===== config.mk =====
export PLATFORM = sky130hd
export DESIGN_NAME = ac97_dma_ctl_flat
export DESIGN_NICKNAME = d
export VERILOG_FILES = /design/src/rtl/ac97_dma_ctl_pkg.sv /design/src/rtl/ac97_dma_ctl_if.sv /design/src/rtl/ac97_dma_ctl_chan.sv /design/src/rtl/ac97_dma_ctl.sv /design/src/flat_wrapper.sv
export SDC_FILE = /design/constraint.sdc
export NUM_CORES = 1
export LEC_CHECK = 0
export BUFFER_PORTS_ARGS = -buffer_cell sky130_fd_sc_hd__buf_2
export CELL_PAD_IN_SITES_DETAIL_PLACEMENT = 0
export CELL_PAD_IN_SITES_GLOBAL_PLACEMENT = 1
export CORE_MARGIN = 3
export CORE_UTILIZATION = 47
export DETAILED_ROUTE_END_ITERATION = 10
export HOLD_SLACK_MARGIN = 0.06
export PLACE_DENSITY = 0.95
export SLEW_MARGIN = 30
export SYNTH_ARGS = -nofsm -noshare
export SYNTH_HDL_FRONTEND = slang
export SYNTH_HIERARCHICAL = 1
export SYNTH_SLANG_ARGS = --single-unit

===== constraint.sdc =====
create_clock -name sys_clk -period 8 [get_ports sys_clk]
set_input_delay 1.6 -clock sys_clk [delete_from_list [all_inputs] [get_ports sys_clk]]
set_output_delay 1.6 -clock sys_clk [all_outputs]
set_load 0.05 [all_outputs]

===== src/rtl/ac97_dma_ctl_pkg.sv =====
// Shared register map and CTL bit positions for the AC97 DMA channel controller.
package ac97_dma_ctl_pkg;

    typedef enum logic [2:0] {
        REG_CTL        = 3'd0,
        REG_ADDR       = 3'd1,
        REG_REMAINING  = 3'd2,
        REG_NADDR      = 3'd3,
        REG_NREMAINING = 3'd4
    } reg_off_t;

    localparam logic [3:0] CHAN_W_BASE = 4'd5;
    localparam logic [3:0] REG_UCNT_R  = 4'd10;
    localparam logic [3:0] REG_UCNT_W  = 4'd11;

    localparam int unsigned CTL_EN       = 0;
    localparam int unsigned CTL_QUEUED   = 1;
    localparam int unsigned CTL_UNDERRUN = 2;

endpackage


===== src/rtl/ac97_dma_ctl_if.sv =====
// CSR bus and DMA engine channel signals of ac97_dma_ctl, bundled for port connection.
interface ac97_dma_ctl_if;
    logic [13:0] csr_a;
    logic        csr_we;
    logic [31:0] csr_di;
    logic [31:0] csr_do;
    logic        dmar_en;
    logic [29:0] dmar_addr;
    logic [15:0] dmar_remaining;
    logic        dmar_next;
    logic        dmaw_en;
    logic [29:0] dmaw_addr;
    logic [15:0] dmaw_remaining;
    logic        dmaw_next;
    logic        dmar_irq;
    logic        dmaw_irq;

    modport master (
        output csr_a, csr_we, csr_di, dmar_next, dmaw_next,
        input  csr_do, dmar_en, dmar_addr, dmar_remaining,
               dmaw_en, dmaw_addr, dmaw_remaining, dmar_irq, dmaw_irq
    );

    modport slave (
        input  csr_a, csr_we, csr_di, dmar_next, dmaw_next,
        output csr_do, dmar_en, dmar_addr, dmar_remaining,
               dmaw_en, dmaw_addr, dmaw_remaining, dmar_irq, dmaw_irq
    );
endinterface


===== src/rtl/ac97_dma_ctl_chan.sv =====
// One DMA channel: current/queued buffer, ping-pong swap, underrun flag, completion irq.
// AC97_DMA_CTL_UNDERRUN_CNT_EN adds a saturating missed-frame counter.
module ac97_dma_ctl_chan
    import ac97_dma_ctl_pkg::*;
(
    input  logic        sys_clk,
    input  logic        sys_rst,
    input  logic        we,
    input  logic [2:0]  off,
    input  logic [31:0] csr_di,
`ifdef AC97_DMA_CTL_UNDERRUN_CNT_EN
    input  logic        we_ucnt,
    output logic [15:0] ucnt,
`endif
    input  logic        next,
    output logic [31:0] rd_data,
    output logic        en,
    output logic [29:0] addr,
    output logic [15:0] rem,
    output logic        irq
);
    logic        queued, underrun;
    logic [29:0] naddr;
    logic [15:0] nrem;
    logic        we_ctl, we_addr, we_rem, we_naddr, we_nrem;
    logic        step, done;
    logic        unused_di;

    assign unused_di = csr_di[1];
    assign we_ctl    = we && off == REG_CTL;
    assign we_addr   = we && off == REG_ADDR;
    assign we_rem    = we && off == REG_REMAINING;
    assign we_naddr  = we && off == REG_NADDR;
    assign we_nrem   = we && off == REG_NREMAINING;

    // A CSR write to the live buffer swallows a simultaneous engine pulse.
    assign step = next && rem != '0 && !we_addr && !we_rem;
    assign done = step && rem == 16'd1;

    always_ff @(posedge sys_clk) begin
        if (sys_rst) begin
            en       <= 1'b0;
            addr     <= '0;
            rem      <= '0;
            naddr    <= '0;
            nrem     <= '0;
            queued   <= 1'b0;
            underrun <= 1'b0;
            irq      <= 1'b0;
        end else begin
            irq <= done;
            if (we_ctl) begin
                en <= csr_di[CTL_EN];
                if (csr_di[CTL_UNDERRUN]) underrun <= 1'b0;
            end
            if (we_addr) addr <= csr_di[31:2];
            if (we_rem)  rem  <= csr_di[15:0];
            // Swap reads the pre-write queue; queue writes below then take priority.
            if (done && queued) begin
                addr   <= naddr;
                rem    <= nrem;
                queued <= 1'b0;
            end else if (step) begin
                addr <= addr + 30'd1;
                rem  <= rem - 16'd1;
                if (done && en) underrun <= 1'b1;
            end
            if (we_naddr) naddr <= csr_di[31:2];
            if (we_nrem) begin
                nrem   <= csr_di[15:0];
                queued <= 1'b1;
            end
        end
    end

`ifdef AC97_DMA_CTL_UNDERRUN_CNT_EN
    always_ff @(posedge sys_clk) begin
        if (sys_rst || we_ucnt)
            ucnt <= '0;
        else if (en && rem == '0 && ucnt != '1)
            ucnt <= ucnt + 16'd1;
    end
`endif

    always_comb begin
        rd_data = '0;
        case (off)
            REG_CTL: begin
                rd_data[CTL_EN]       = en;
                rd_data[CTL_QUEUED]   = queued;
                rd_data[CTL_UNDERRUN] = underrun;
            end
            REG_ADDR:       rd_data = {addr, 2'b00};
            REG_REMAINING:  rd_data = {16'd0, rem};
            REG_NADDR:      rd_data = {naddr, 2'b00};
            REG_NREMAINING: rd_data = {16'd0, nrem};
            default:        rd_data = '0;
        endcase
    end
endmodule


===== src/rtl/ac97_dma_ctl.sv =====
// AC97 DMA controller top: CSR bank decode, read mux, two channel instances.
// Optional AC97_DMA_CTL_UNDERRUN_CNT_EN exposes underrun counters at offsets 10/11.
module ac97_dma_ctl
    import ac97_dma_ctl_pkg::*;
#(
    parameter logic [3:0] csr_addr = 4'h0
) (
    input logic           sys_clk,
    input logic           sys_rst,
    ac97_dma_ctl_if.slave bus
);
    logic        sel, wr, r_hit, w_hit;
    logic [3:0]  off, w_off;
    logic [31:0] r_rd, w_rd;
    logic        unused_bits;

    assign sel   = bus.csr_a[13:10] == csr_addr;
    assign off   = bus.csr_a[3:0];
    assign wr    = bus.csr_we && sel;
    assign r_hit = off < CHAN_W_BASE;
    assign w_hit = !r_hit && off < REG_UCNT_R;
    assign w_off = off - CHAN_W_BASE;
    assign unused_bits = ^{bus.csr_a[9:4], w_off[3]};

`ifdef AC97_DMA_CTL_UNDERRUN_CNT_EN
    logic [15:0] r_ucnt, w_ucnt;
`endif

    ac97_dma_ctl_chan u_chan_r (
        .sys_clk (sys_clk),
        .sys_rst (sys_rst),
        .we      (wr && r_hit),
        .off     (off[2:0]),
        .csr_di  (bus.csr_di),
`ifdef AC97_DMA_CTL_UNDERRUN_CNT_EN
        .we_ucnt (wr && off == REG_UCNT_R),
        .ucnt    (r_ucnt),
`endif
        .next    (bus.dmar_next),
        .rd_data (r_rd),
        .en      (bus.dmar_en),
        .addr    (bus.dmar_addr),
        .rem     (bus.dmar_remaining),
        .irq     (bus.dmar_irq)
    );

    ac97_dma_ctl_chan u_chan_w (
        .sys_clk (sys_clk),
        .sys_rst (sys_rst),
        .we      (wr && w_hit),
        .off     (w_off[2:0]),
        .csr_di  (bus.csr_di),
`ifdef AC97_DMA_CTL_UNDERRUN_CNT_EN
        .we_ucnt (wr && off == REG_UCNT_W),
        .ucnt    (w_ucnt),
`endif
        .next    (bus.dmaw_next),
        .rd_data (w_rd),
        .en      (bus.dmaw_en),
        .addr    (bus.dmaw_addr),
        .rem     (bus.dmaw_remaining),
        .irq     (bus.dmaw_irq)
    );

    always_ff @(posedge sys_clk) begin
        if (sys_rst || !sel)
            bus.csr_do <= '0;
        else if (r_hit)
            bus.csr_do <= r_rd;
        else if (w_hit)
            bus.csr_do <= w_rd;
`ifdef AC97_DMA_CTL_UNDERRUN_CNT_EN
        else if (off == REG_UCNT_R)
            bus.csr_do <= {16'd0, r_ucnt};
        else if (off == REG_UCNT_W)
            bus.csr_do <= {16'd0, w_ucnt};
`endif
        else
            bus.csr_do <= '0;
    end
endmodule


===== src/flat_wrapper.sv =====
// flat-port wrapper written by rule: the top's interface ports become plain ports
module ac97_dma_ctl_flat import ac97_dma_ctl_pkg::*;
#(
    parameter logic [3:0] csr_addr = 4'h0
)
  (sys_clk, sys_rst, bus_csr_a, bus_csr_we, bus_csr_di, bus_dmar_next, bus_dmaw_next, bus_csr_do, bus_dmar_en, bus_dmar_addr, bus_dmar_remaining, bus_dmaw_en, bus_dmaw_addr, bus_dmaw_remaining, bus_dmar_irq, bus_dmaw_irq);
  ac97_dma_ctl_if bus_i ();
  input logic sys_clk;
  input logic sys_rst;
  input wire logic [$bits(bus_i.csr_a)-1:0] bus_csr_a;
  input wire logic [$bits(bus_i.csr_we)-1:0] bus_csr_we;
  input wire logic [$bits(bus_i.csr_di)-1:0] bus_csr_di;
  input wire logic [$bits(bus_i.dmar_next)-1:0] bus_dmar_next;
  input wire logic [$bits(bus_i.dmaw_next)-1:0] bus_dmaw_next;
  output wire logic [$bits(bus_i.csr_do)-1:0] bus_csr_do;
  output wire logic [$bits(bus_i.dmar_en)-1:0] bus_dmar_en;
  output wire logic [$bits(bus_i.dmar_addr)-1:0] bus_dmar_addr;
  output wire logic [$bits(bus_i.dmar_remaining)-1:0] bus_dmar_remaining;
  output wire logic [$bits(bus_i.dmaw_en)-1:0] bus_dmaw_en;
  output wire logic [$bits(bus_i.dmaw_addr)-1:0] bus_dmaw_addr;
  output wire logic [$bits(bus_i.dmaw_remaining)-1:0] bus_dmaw_remaining;
  output wire logic [$bits(bus_i.dmar_irq)-1:0] bus_dmar_irq;
  output wire logic [$bits(bus_i.dmaw_irq)-1:0] bus_dmaw_irq;
  assign bus_i.csr_a = bus_csr_a;
  assign bus_i.csr_we = bus_csr_we;
  assign bus_i.csr_di = bus_csr_di;
  assign bus_i.dmar_next = bus_dmar_next;
  assign bus_i.dmaw_next = bus_dmaw_next;
  assign bus_csr_do = bus_i.csr_do;
  assign bus_dmar_en = bus_i.dmar_en;
  assign bus_dmar_addr = bus_i.dmar_addr;
  assign bus_dmar_remaining = bus_i.dmar_remaining;
  assign bus_dmaw_en = bus_i.dmaw_en;
  assign bus_dmaw_addr = bus_i.dmaw_addr;
  assign bus_dmaw_remaining = bus_i.dmaw_remaining;
  assign bus_dmar_irq = bus_i.dmar_irq;
  assign bus_dmaw_irq = bus_i.dmaw_irq;
  ac97_dma_ctl #(.csr_addr(csr_addr)) u_core (.sys_clk(sys_clk), .sys_rst(sys_rst), .bus(bus_i));
endmodule

==> results of run 1 <==
how the worst max path moves through the flow:
stage                 startpoint                               endpoint  slack [ns]
floorplan           bus_csr_a[0]  u_core/u_chan_r/addr[14]$_SDFFE_PP0P_        3.83
global placement    bus_csr_a[0]   u_core/u_chan_r/rem[13]$_SDFFE_PP0P_        2.19
detailed placement  bus_csr_a[0]   u_core/u_chan_r/rem[13]$_SDFFE_PP0P_        2.06
CTS                 bus_csr_a[0]   u_core/u_chan_r/rem[13]$_SDFFE_PP0P_        2.61
global route        bus_csr_a[0]   u_core/u_chan_r/rem[13]$_SDFFE_PP0P_        2.31
finish              bus_csr_a[0]   u_core/u_chan_r/addr[3]$_SDFFE_PP0P_        2.62
layout make-up:
type / count / area (sq um) / area share
timing repair buffer: 201 / 1090 / 0.0693
clock inverter: 11 / 155 / 0.00988
clock buffer: 37 / 763 / 0.0486
sequential: 224 / 4480 / 0.285
tap: 384 / 480 / 0.0306
multi-input combinational: 1403 / 8660 / 0.551
inverter: 21 / 78.8 / 0.00502
routing by layer:
layer,track usage,vias to the layer above
met5,0,-
met4,0.116,0
met1,0.444,7201
met3,0.0568,160
li1,-,6851
met2,0.493,975
power by group through the flow:
| stage | Sequential, mW | Clock, mW | Combinational (mW) |
|---|---|---|---|
| floorplan | 1.98 | 0 | 1.23 |
| global placement | 1.65 | 0 | 2.04 |
| detailed placement | 1.65 | 0 | 2.09 |
| CTS | 1.63 | 1.29 | 2.10 |
| global route | 1.67 | 1.34 | 2.29 |
| finish | 1.64 | 1.29 | 2.16 |
registers in the layout, indices dropped and copies added (netlist names), 16 cells and up:
| signal | count |
|---|---|
| u_core/bus.csr_do | 32 |
| u_core/u_chan_r/addr | 30 |
| u_core/u_chan_r/naddr | 30 |
| u_core/u_chan_r/nrem | 16 |
| u_core/u_chan_r/rem | 16 |
| u_core/u_chan_w/addr | 30 |
| u_core/u_chan_w/naddr | 30 |
| u_core/u_chan_w/nrem | 16 |
| u_core/u_chan_w/rem | 16 |
placed cells by master (no fill, tap or decap), drive strengths merged, types with 13 or more instances in the layout:
cell type and count:
nor2 130, a22o 38, o31a 34, buf 201, and3 50, a311oi 14, o21bai 18, o31ai 18
a2111oi 22, mux2i 19, and4 14, a22oi 54, nor4 25, nor3b 74, xnor2 13, inv 21
a211oi 20, nor3 47, o21ai 68, clkbuf 37, nand3 50, a32o 18, nand2 323, nand4 30
dfxtp 224, a21oi 140
per-stage QoR:
step | setup slack (ns) | util | hold WS (ns) | instances
final | 2.62 | 0.543 | 0.471 | 2281
after floorplan | 3.83 | - | 0.444 | 1809
after global routing | 2.31 | 0.543 | 0.494 | 2281
after detailed placement | 2.06 | 0.510 | 0.462 | 2233
after CTS | 2.61 | 0.542 | 0.470 | 2281
after global placement | 2.19 | 0.509 | 0.454 | 2231
cell families (layout without fill, tap and decap cells):
kind of cell,count (synthesis),count (layout),share of synthesized area
AND/OR/NAND/NOR,804,804,0.304
AO/OA/AOI/OAI,552,552,0.280
flip-flops,224,224,0.322
buffers and inverters,182,270,0.0609
XOR/XNOR,21,21,0.0132
multiplexers,19,19,0.0137
adder cells (fa/ha/maj),7,7,0.00630
worst min-delay path, delay by kind of cell (launching register included):
kind | cells | cell delay (ns)
compound gates | 1 | 0.05
flops | 1 | 0.32
simple gates | 1 | 0.05
==> results.toml, run 1 <==
[layout]
num-fill-cells = 2779
drive_gt1_frac = 0.159
nNetsFinal = 1935
area_delta_synth_final_pct = 12.9
final_cell_area_sq_um = 15700
num_antenna_cells = 0

[synth]
synth_commonest_cells = "nand2_1, dfxtp_1, a21oi_1, nor2_1, clkbuf_1"
synth_ff_type = "dfxtp_1"
yosys_warnings = 6
synthTopCellsByArea = "dfxtp_1, nand2_1, a21oi_1, nor2_1, a22oi_1"
syn_nets = 1867
syn_avg_cell_area_sq_um = 7.69
yosysTopAreaCell = "dfxtp_1"
yosysMostFrequentCell = "nand2_1"
synthDistinctLibCells = 76
yosysSeqAreaShare = 0.322
synth_top_area_share = 0.322
synth_area_sq_um = 13900
async_flop_share = 0
synth_edf_count = 0
ys_ff_latch = 224
syn-instance-count = 1809

[sta]
slew_headroom = 0.383
clock.fmax_mhz = 186
rsz0062_at_grt = "false"
worstMarginPinSlew_ns = 0.917
period_needed_ns = 5.38
drv_slew = 0
skew_ns = 0.0127
setup_viol = 0
finalHoldViolCount = 0
period_share = 0.672
finalSetupTns_ns = 0

[worst_hold_path]
worstHoldStart = "u_core/u_chan_r/naddr[17]$_SDFFE_PP0P_"
hold_class = "reg2reg"
hold_path_depth = 2
whs_endpoint = "u_core/u_chan_r/naddr[17]$_SDFFE_PP0P_"

[worst_setup_path]
reg2reg_slack_ns = 4.55
crit_buf_inv = 5
cpLargestDelayFamily = "simple AND/OR/NAND/NOR gates"
path_depth = 13
arrival_ns = 5.77
reg2reg_to = "u_core/u_chan_r/addr[29]$_SDFFE_PP0P_"
crit_slowest_cell = "nor2_1"
criticalPathCategory = "in2reg"
cp.required_ns = 8.39
cpMostUsedCell = "buf_4"
critPathCaptureType = "flop"
cpPeakStageDelay_ns = 0.72
critical_path.startpoint_type = "primary input"
path_max_fanout = 24
crit_chain = "buf_2 > inv_1 > ha_1 > and2b_1 > buf_4 > nor3_1 > nand2b_1 > o21ai_1 > buf_4 > nor2_1 > buf_4 > a211oi_1 > a2111oi_0"
timing.rr.start = "u_core/u_chan_r/rem[0]$_SDFFE_PP0P_"
worstRegToRegCells = 7

[routing]
wl_met2_um = 23500
wl_met1_um = 21000
drt-initial-drc-count = 2184
remaining_drc_errors = 0
routed_wl_um = 52700
route.met3.wl_um = 6260
wl_per_cell_um = 23.1
vias = 15200
dr.pass1.iters = 9
dr.max_layer_used = "met4"
vias_per_cell = 6.66
ant_nets = 0

[power_and_ir_drop]
leakage_nw = 5.74
vdd_drop_max_mv = 0.252
sw_frac_of_total = 0.464
p_clk_frac = 0.253
intPower_mw = 2.73
switchingPower_mw = 2.36
p_total_mw = 5.08
seqPwrFrac = 0.323
power_frac_comb = 0.424
power.density_nw_per_um2 = 324

[die]
die-area_sq_um = 31700
die_h_um = 178
initial_core_util = 0.481
rows = 62
die_x_um = 178
io_pins = 179
core-area_sq_um = 28900

[placement]
io_buffers = 172
gp_congestion = 0.931
placed_cell_area_sq_um = 14800
hpwl_um = 35700

[clocking]
ctsResizeCount = 0
hold_buffers = 0
cts_buffers = 26
path_clk_slew_ns = 0.06
clk_latency_ns = 0.54
clockBufferDepth = 3
ctsHtreeMaxLevel = 1
cts.sinks = 224
cts-root-buf = "clkbuf_16"
cts_tree = "built"
post_cts_buffers = 0

[job]
maxCapViolations = 0

[grt]
grt_max_degree = 68
grt_usage = 0.319
overflow = 0
antenna_found_initial = 1
grt_pass1_wl_um = 80900
first_global_vias = 14000

[run_status]
outcome = "finished clean"
Power figures use the tool's default switching activity.
==> inputs of run 2 (changes only) <==
Settings changed: ABC_AREA set to 1, CORE_UTILIZATION 47 to 37, PLACE_DENSITY 0.95 to 0.88.
Clock period 8 ns to 4.9 ns, I/O delays scaled along.
==> run 2 against run 1 <==
Sequential share of layout area fell by 1.3 points. Worst hold slack got worse by 0.0017 ns. Count of clock-buffer cells in the layout did not move. Via count rose by 4.6%. Final cell count rose by 32%. Clock power rose by 59%. Flip-flop and latch count did not move. Largest cell class unchanged.
==> results.toml, run 2 <==
[worst_hold_path]
whs_endpoint = "u_core/u_chan_r/naddr[2]$_SDFFE_PP0P_"
worstHoldStart = "u_core/u_chan_r/naddr[2]$_SDFFE_PP0P_"
hold_path_depth = 2
hold_class = "reg2reg"

[power_and_ir_drop]
leakage_nw = 7.72
power_frac_comb = 0.216
switchingPower_mw = 1.80
vdd_drop_max_mv = 0.253
sw_frac_of_total = 0.345
seqPwrFrac = 0.392
power.density_nw_per_um2 = 319
intPower_mw = 3.43
p_clk_frac = 0.392

[worst_setup_path]
cp.required_ns = 5.34
crit_buf_inv = 6
crit_chain = "buf_2 > inv_1 > ha_1 > xnor2_1 > nor3_4 > buf_4 > nand2_1 > inv_1 > nor2_2 > buf_4 > nand3_2 > nand2_1 > clkinv_1 > nor2_1 > nor2_1"
worstRegToRegCells = 13
arrival_ns = 4.25
reg2reg_slack_ns = 1.93
crit_slowest_cell = "nand3_2"
reg2reg_to = "u_core/u_chan_r/addr[28]$_SDFFE_PP0P_"
crit_start = "bus_csr_a[0]"
cpPeakStageDelay_ns = 0.65
critical_path.startpoint_type = "primary input"
criticalPathCategory = "in2reg"
critPathCaptureType = "flop"
timing.rr.start = "u_core/u_chan_r/rem[0]$_SDFFE_PP0P_"
path_max_fanout = 38
cpLargestDelayFamily = "simple AND/OR/NAND/NOR gates"

[synth]
yosysSeqAreaShare = 0.309
synth_area_sq_um = 14500
async_flop_share = 0
yosysMostFrequentCell = "nand2_1"
synthDistinctLibCells = 38
yosys_warnings = 6
synth_top_area_share = 0.309
synth_commonest_cells = "nand2_1, inv_1, nor2_1, dfxtp_1, nand3_1"
synth_edf_count = 0
syn_avg_cell_area_sq_um = 6.14
syn_nets = 2424
ys_ff_latch = 224
synth_ff_type = "dfxtp_1"
synthTopCellsByArea = "dfxtp_1, nand2_1, inv_1, nand3_1, nor2_1"
yosysTopAreaCell = "dfxtp_1"
syn-instance-count = 2366

[clocking]
clockBufferDepth = 3
ctsResizeCount = 0
ctsHtreeMaxLevel = 1
cts-root-buf = "clkbuf_16"
path_clk_slew_ns = 0.05
cts.sinks = 224
cts_buffers = 27
cts_tree = "built"
clk_latency_ns = 0.56
hold_buffers = 0
post_cts_buffers = 0

[sta]
rsz0062_at_grt = "false"
setup_viol = 0
worstMarginPinSlew_ns = 1.03
skew_ns = 0.0205
finalHoldViolCount = 0
clock.fmax_mhz = 262
finalSetupTns_ns = 0
period_needed_ns = 3.81
worst_slack_ns = 1.09
drv_slew = 0
slew_headroom = 0.312
period_share = 0.778

[placement]
hpwl_um = 39000
gp_congestion = 0.958
io_buffers = 172
place_ws_ns = 0.575

[routing]
vias = 15900
routed_wl_um = 55000
wl_per_cell_um = 18.3
vias_per_cell = 5.29
dr.pass1.iters = 6
ant_nets = 0
drt-initial-drc-count = 1718
remaining_drc_errors = 0

[grt]
grt_max_degree = 61
grt_usage = 0.256
overflow = 0
antenna_found_initial = 2
grt_pass1_wl_um = 84300
first_global_vias = 14600

[layout]
layout_commonest_cell = "nand2_1"
layout_common_cells = "nand2_1, inv_1, nor2_1"
top_register = "u_core/bus.csr_do"
drive_gt1_frac = 0.130
area_delta_synth_final_pct = 13.1
largest_reg_flops = 32
nNetsFinal = 2527

[die]
io_pins = 179
die-area_sq_um = 41700
die_x_um = 204
rows = 71
die_h_um = 204
initial_core_util = 0.380
core-area_sq_um = 38200

[run_status]
outcome = "finished clean"

[job]
maxCapViolations = 0
[run 2: layer usage]
| layer | GRT usage | part of all wire |
|---|---|---|
| met1 | 0.359 | 0.44 |
| met2 | 0.401 | 0.44 |
| met3 | 0.0365 | 0.086 |
| met4 | 0.0909 | 0.039 |
| met5 | 0 | 0.00016 |
[run 2: how the worst max path moves through the flow]
stage | to | cells past startpoint
after floorplan | u_core/u_chan_w/addr[2]$_SDFFE_PP0P_ | 14
after global placement | u_core/u_chan_w/addr[27]$_SDFFE_PP0P_ | 15
after detailed placement | u_core/u_chan_w/addr[28]$_SDFFE_PP0P_ | 15
after CTS | u_core/u_chan_w/addr[28]$_SDFFE_PP0P_ | 15
after global routing | u_core/u_chan_w/addr[22]$_SDFFE_PP0P_ | 15
final | u_core/u_chan_w/addr[28]$_SDFFE_PP0P_ | 15
[run 2: cell type report]
type                            instances  area (sq um)
Multi-Input combinational cell       1673          8050
Clock buffer                           37           793
Timing Repair Buffer                  194          1040
Sequential cell                       224          4480
Antenna cell                            1          2.50
Clock inverter                         12           114
Tap cell                              511           639
Fill cell                            4163         21800
Inverter                              349          1310
[run 2: through the flow]
| stage | hold slack [ns] | std cells | power (mW) | cell area (sq um) | utilization |
|---|---|---|---|---|---|
| after floorplan | 0.444 | 2366 | 2.89 | 14500 | - |
| after global placement | 0.456 | 2951 | 3.20 | 15500 | 0.406 |
| after detailed placement | 0.463 | 2951 | 3.21 | 15500 | 0.406 |
| after CTS | 0.473 | 3000 | 5.26 | 16400 | 0.430 |
| after global routing | 0.486 | 3000 | 5.46 | 16400 | 0.430 |
| final | 0.470 | 3001 | 5.23 | 16400 | 0.430 |
[run 2: kinds of logic (layout without fill, tap and decap cells)]
kind of cell / after synthesis / in the layout / share of synthesized area
DFF: 224 / 224 / 0.309
AOI/OAI and AO/OA: 415 / 415 / 0.159
adders and majority gates: 7 / 7 / 0.00603
other: 0 / 1 / 0
buffers and inverters: 469 / 592 / 0.137
and+or+nand+nor: 1208 / 1208 / 0.363
xor gates and xnor gates: 43 / 43 / 0.0259
[run 2: power groups by stage]
stage          Sequential [mW]  Combinational [mW]  Clock (mW)
2_1_floorplan             2.26               0.623           0
3_3_place_gp              2.09                1.11           0
3_5_place_dp              2.09                1.12           0
4_1_cts                   2.05                1.12        2.09
5_1_grt                   2.06                1.24        2.16
6_report                  2.05                1.13        2.05
[run 2: tightest hold or removal path: cells and delay by family, from the launching register on]
kind                   cells  cell delay [ns]
buffers and inverters      1             0.06
flip-flops                 1             0.31
AO/OA/AOI/OAI              1             0.05
==> inputs of run 3 (changes only) <==
Settings changed: CORE_UTILIZATION 37 to 41, PLACE_DENSITY 0.88 to 0.92.
Clock period 4.9 ns to 3.7 ns, I/O delays scaled along.
==> run 3 against run 2 <==
Via count up 0.12%. Flip-flop and latch count did not move. Count of clock-buffer cells in the layout is 2 higher. Clock skew down 0.013 ns. Wire length decreased by 2.6%. Clock power is 33% higher. Critical path depth unchanged. Global-route usage rose by 1.8 points. Power rose by 33%. Worst hold slack is essentially flat. Critical path type unchanged. Largest power group is now the clock network. Highest routed layer unchanged.
==> results.toml, run 3 (same netlist as run 2, synthesis figures left out) <==
[layout]
num-fill-cells = 3702
top_register = "u_core/bus.csr_do"
largest_reg_flops = 32
area_delta_synth_final_pct = 14.0
multi_input_area_sq_um = 8050
final-seq-area_sq_um = 4480
drive_gt1_frac = 0.135
layout_commonest_cell = "nand2_1"
layout_common_cells = "nand2_1, inv_1, nor2_1"
nNetsFinal = 2550

[sta]
whs_ns = 0.469
period_needed_ns = 2.85
rsz0062_at_grt = "false"
period_share = 0.770
clock.fmax_mhz = 351
finalHoldViolCount = 0
worstMarginPinSlew_ns = 0.904
setup_viol = 0
finalSetupTns_ns = 0
drv_slew = 0
slew_headroom = 0.397
skew_ns = 0.00708

[worst_setup_path]
crit_start = "bus_csr_a[0]"
timing.rr.start = "u_core/u_chan_r/rem[0]$_SDFFE_PP0P_"
crit_slowest_cell = "nand3_2"
path_max_fanout = 20
cpPeakStageDelay_ns = 0.58
critical_path.startpoint_type = "primary input"
worstRegToRegCells = 12
crit_end = "u_core/u_chan_r/addr[18]$_SDFFE_PP0P_"
crit_chain = "buf_2 > inv_1 > ha_1 > inv_1 > nand2_1 > nand2_4 > nor2_1 > nand2_1 > inv_1 > nor2_2 > nand3_2 > nand2_1 > clkinv_1 > nor2_1 > nor2_1"
cp.required_ns = 4.13
reg2reg_to = "u_core/u_chan_r/addr[18]$_SDFFE_PP0P_"
arrival_ns = 3.28
critPathCaptureType = "flop"
reg2reg_slack_ns = 1.02
criticalPathCategory = "in2reg"

[routing]
wl_per_cell_um = 18.1
remaining_drc_errors = 0
drt-initial-drc-count = 1509
dr.pass1.iters = 5
vias = 15900
ant_nets = 0
routed_wl_um = 53600
vias_per_cell = 5.36

[die]
die-area_sq_um = 37700
core-area_sq_um = 34700
rows = 68
initial_core_util = 0.418
die_x_um = 194
io_pins = 179
die_h_um = 194

[grt]
grt_pass1_wl_um = 83100
grt_max_degree = 61
grt_usage = 0.273
antenna_found_initial = 2
first_global_vias = 14800
overflow = 0

[clocking]
ctsHtreeMaxLevel = 1
path_clk_slew_ns = 0.06
clockBufferDepth = 3
cts-root-buf = "clkbuf_16"
ctsResizeCount = 0
cts_tree = "built"
post_cts_buffers = 0
cts.sinks = 224
hold_buffers = 0
cts_buffers = 27
clk_latency_ns = 0.54

[worst_hold_path]
hold_class = "reg2reg"

[job]
maxCapViolations = 0

[placement]
io_buffers = 172
gp_congestion = 0.935
hpwl_um = 38800

[power_and_ir_drop]
vdd_drop_max_mv = 0.366
p_total_mw = 6.95
leakage_nw = 7.83
power.density_nw_per_um2 = 420

[run_status]
outcome = "finished clean"
-- run 3: cell types whose count changed in the layout (fill, tap and decap cells not counted), sizes merged --
cell    before  now
buf        194  217
clkinv      31   25
bufinv       2    3
diode        1    2
clkbuf      37   39
-- run 3: stage by stage --
step	instance area, sq um	worst slack, ns	instances	util
3_3_place_gp	15700	0.408	2918	0.451
3_5_place_dp	15700	0.365	2918	0.451
4_1_cts	16600	0.896	2964	0.477
2_1_floorplan	14500	0.944	2366	-
6_report	16600	0.851	2966	0.477
5_1_grt	16600	0.632	2964	0.477
-- run 3: per-layer routing --
metal,share of wire,global-route usage
met4,0.053,0.128
met2,0.44,0.431
met1,0.43,0.373
met5,0.00037,0
met3,0.080,0.0353
-- run 3: how the worst min path moves through the flow --
| stage | cells after the start | startpoint | slack, ns | to |
|---|---|---|---|---|
| 2_1_floorplan | 2 | u_core/u_chan_r/nrem[14]$_SDFFE_PP0P_ | 0.44 | u_core/u_chan_r/nrem[14]$_SDFFE_PP0P_ |
| 3_3_place_gp | 2 | u_core/u_chan_w/nrem[8]$_SDFFE_PP0P_ | 0.45 | u_core/u_chan_w/nrem[8]$_SDFFE_PP0P_ |
| 3_5_place_dp | 2 | u_core/u_chan_w/nrem[8]$_SDFFE_PP0P_ | 0.46 | u_core/u_chan_w/nrem[8]$_SDFFE_PP0P_ |
| 4_1_cts | 2 | u_core/u_chan_w/nrem[8]$_SDFFE_PP0P_ | 0.47 | u_core/u_chan_w/nrem[8]$_SDFFE_PP0P_ |
| 5_1_grt | 2 | u_core/u_chan_w/naddr[4]$_SDFFE_PP0P_ | 0.48 | u_core/u_chan_w/naddr[4]$_SDFFE_PP0P_ |
| 6_report | 2 | u_core/u_chan_w/naddr[27]$_SDFFE_PP0P_ | 0.47 | u_core/u_chan_w/naddr[27]$_SDFFE_PP0P_ |
-- run 3: layout make-up --
| class | instances | area share |
|---|---|---|
| repair buffers | 217 | 0.0754 |
| flip-flops and latches | 224 | 0.271 |
| clock buffers | 39 | 0.0471 |
| well taps | 455 | 0.0344 |
| inverters | 349 | 0.0791 |
| multi-input cells | 1673 | 0.486 |
| diodes | 2 | 0.000302 |
| clock inverters | 7 | 0.00710 |
-- run 3: report_power, final --
group	total, mW	switching (mW)	internal, mW
registers	2.71	0.200	2.51
logic	1.52	1.10	0.427
clock network	2.72	1.06	1.66
-- run 3: critical path: cells and delay by family --
family        cells  cell delay (ns)
fa+ha+maj         1             0.25
simple gates      9             1.79
buf+inv           5             0.50
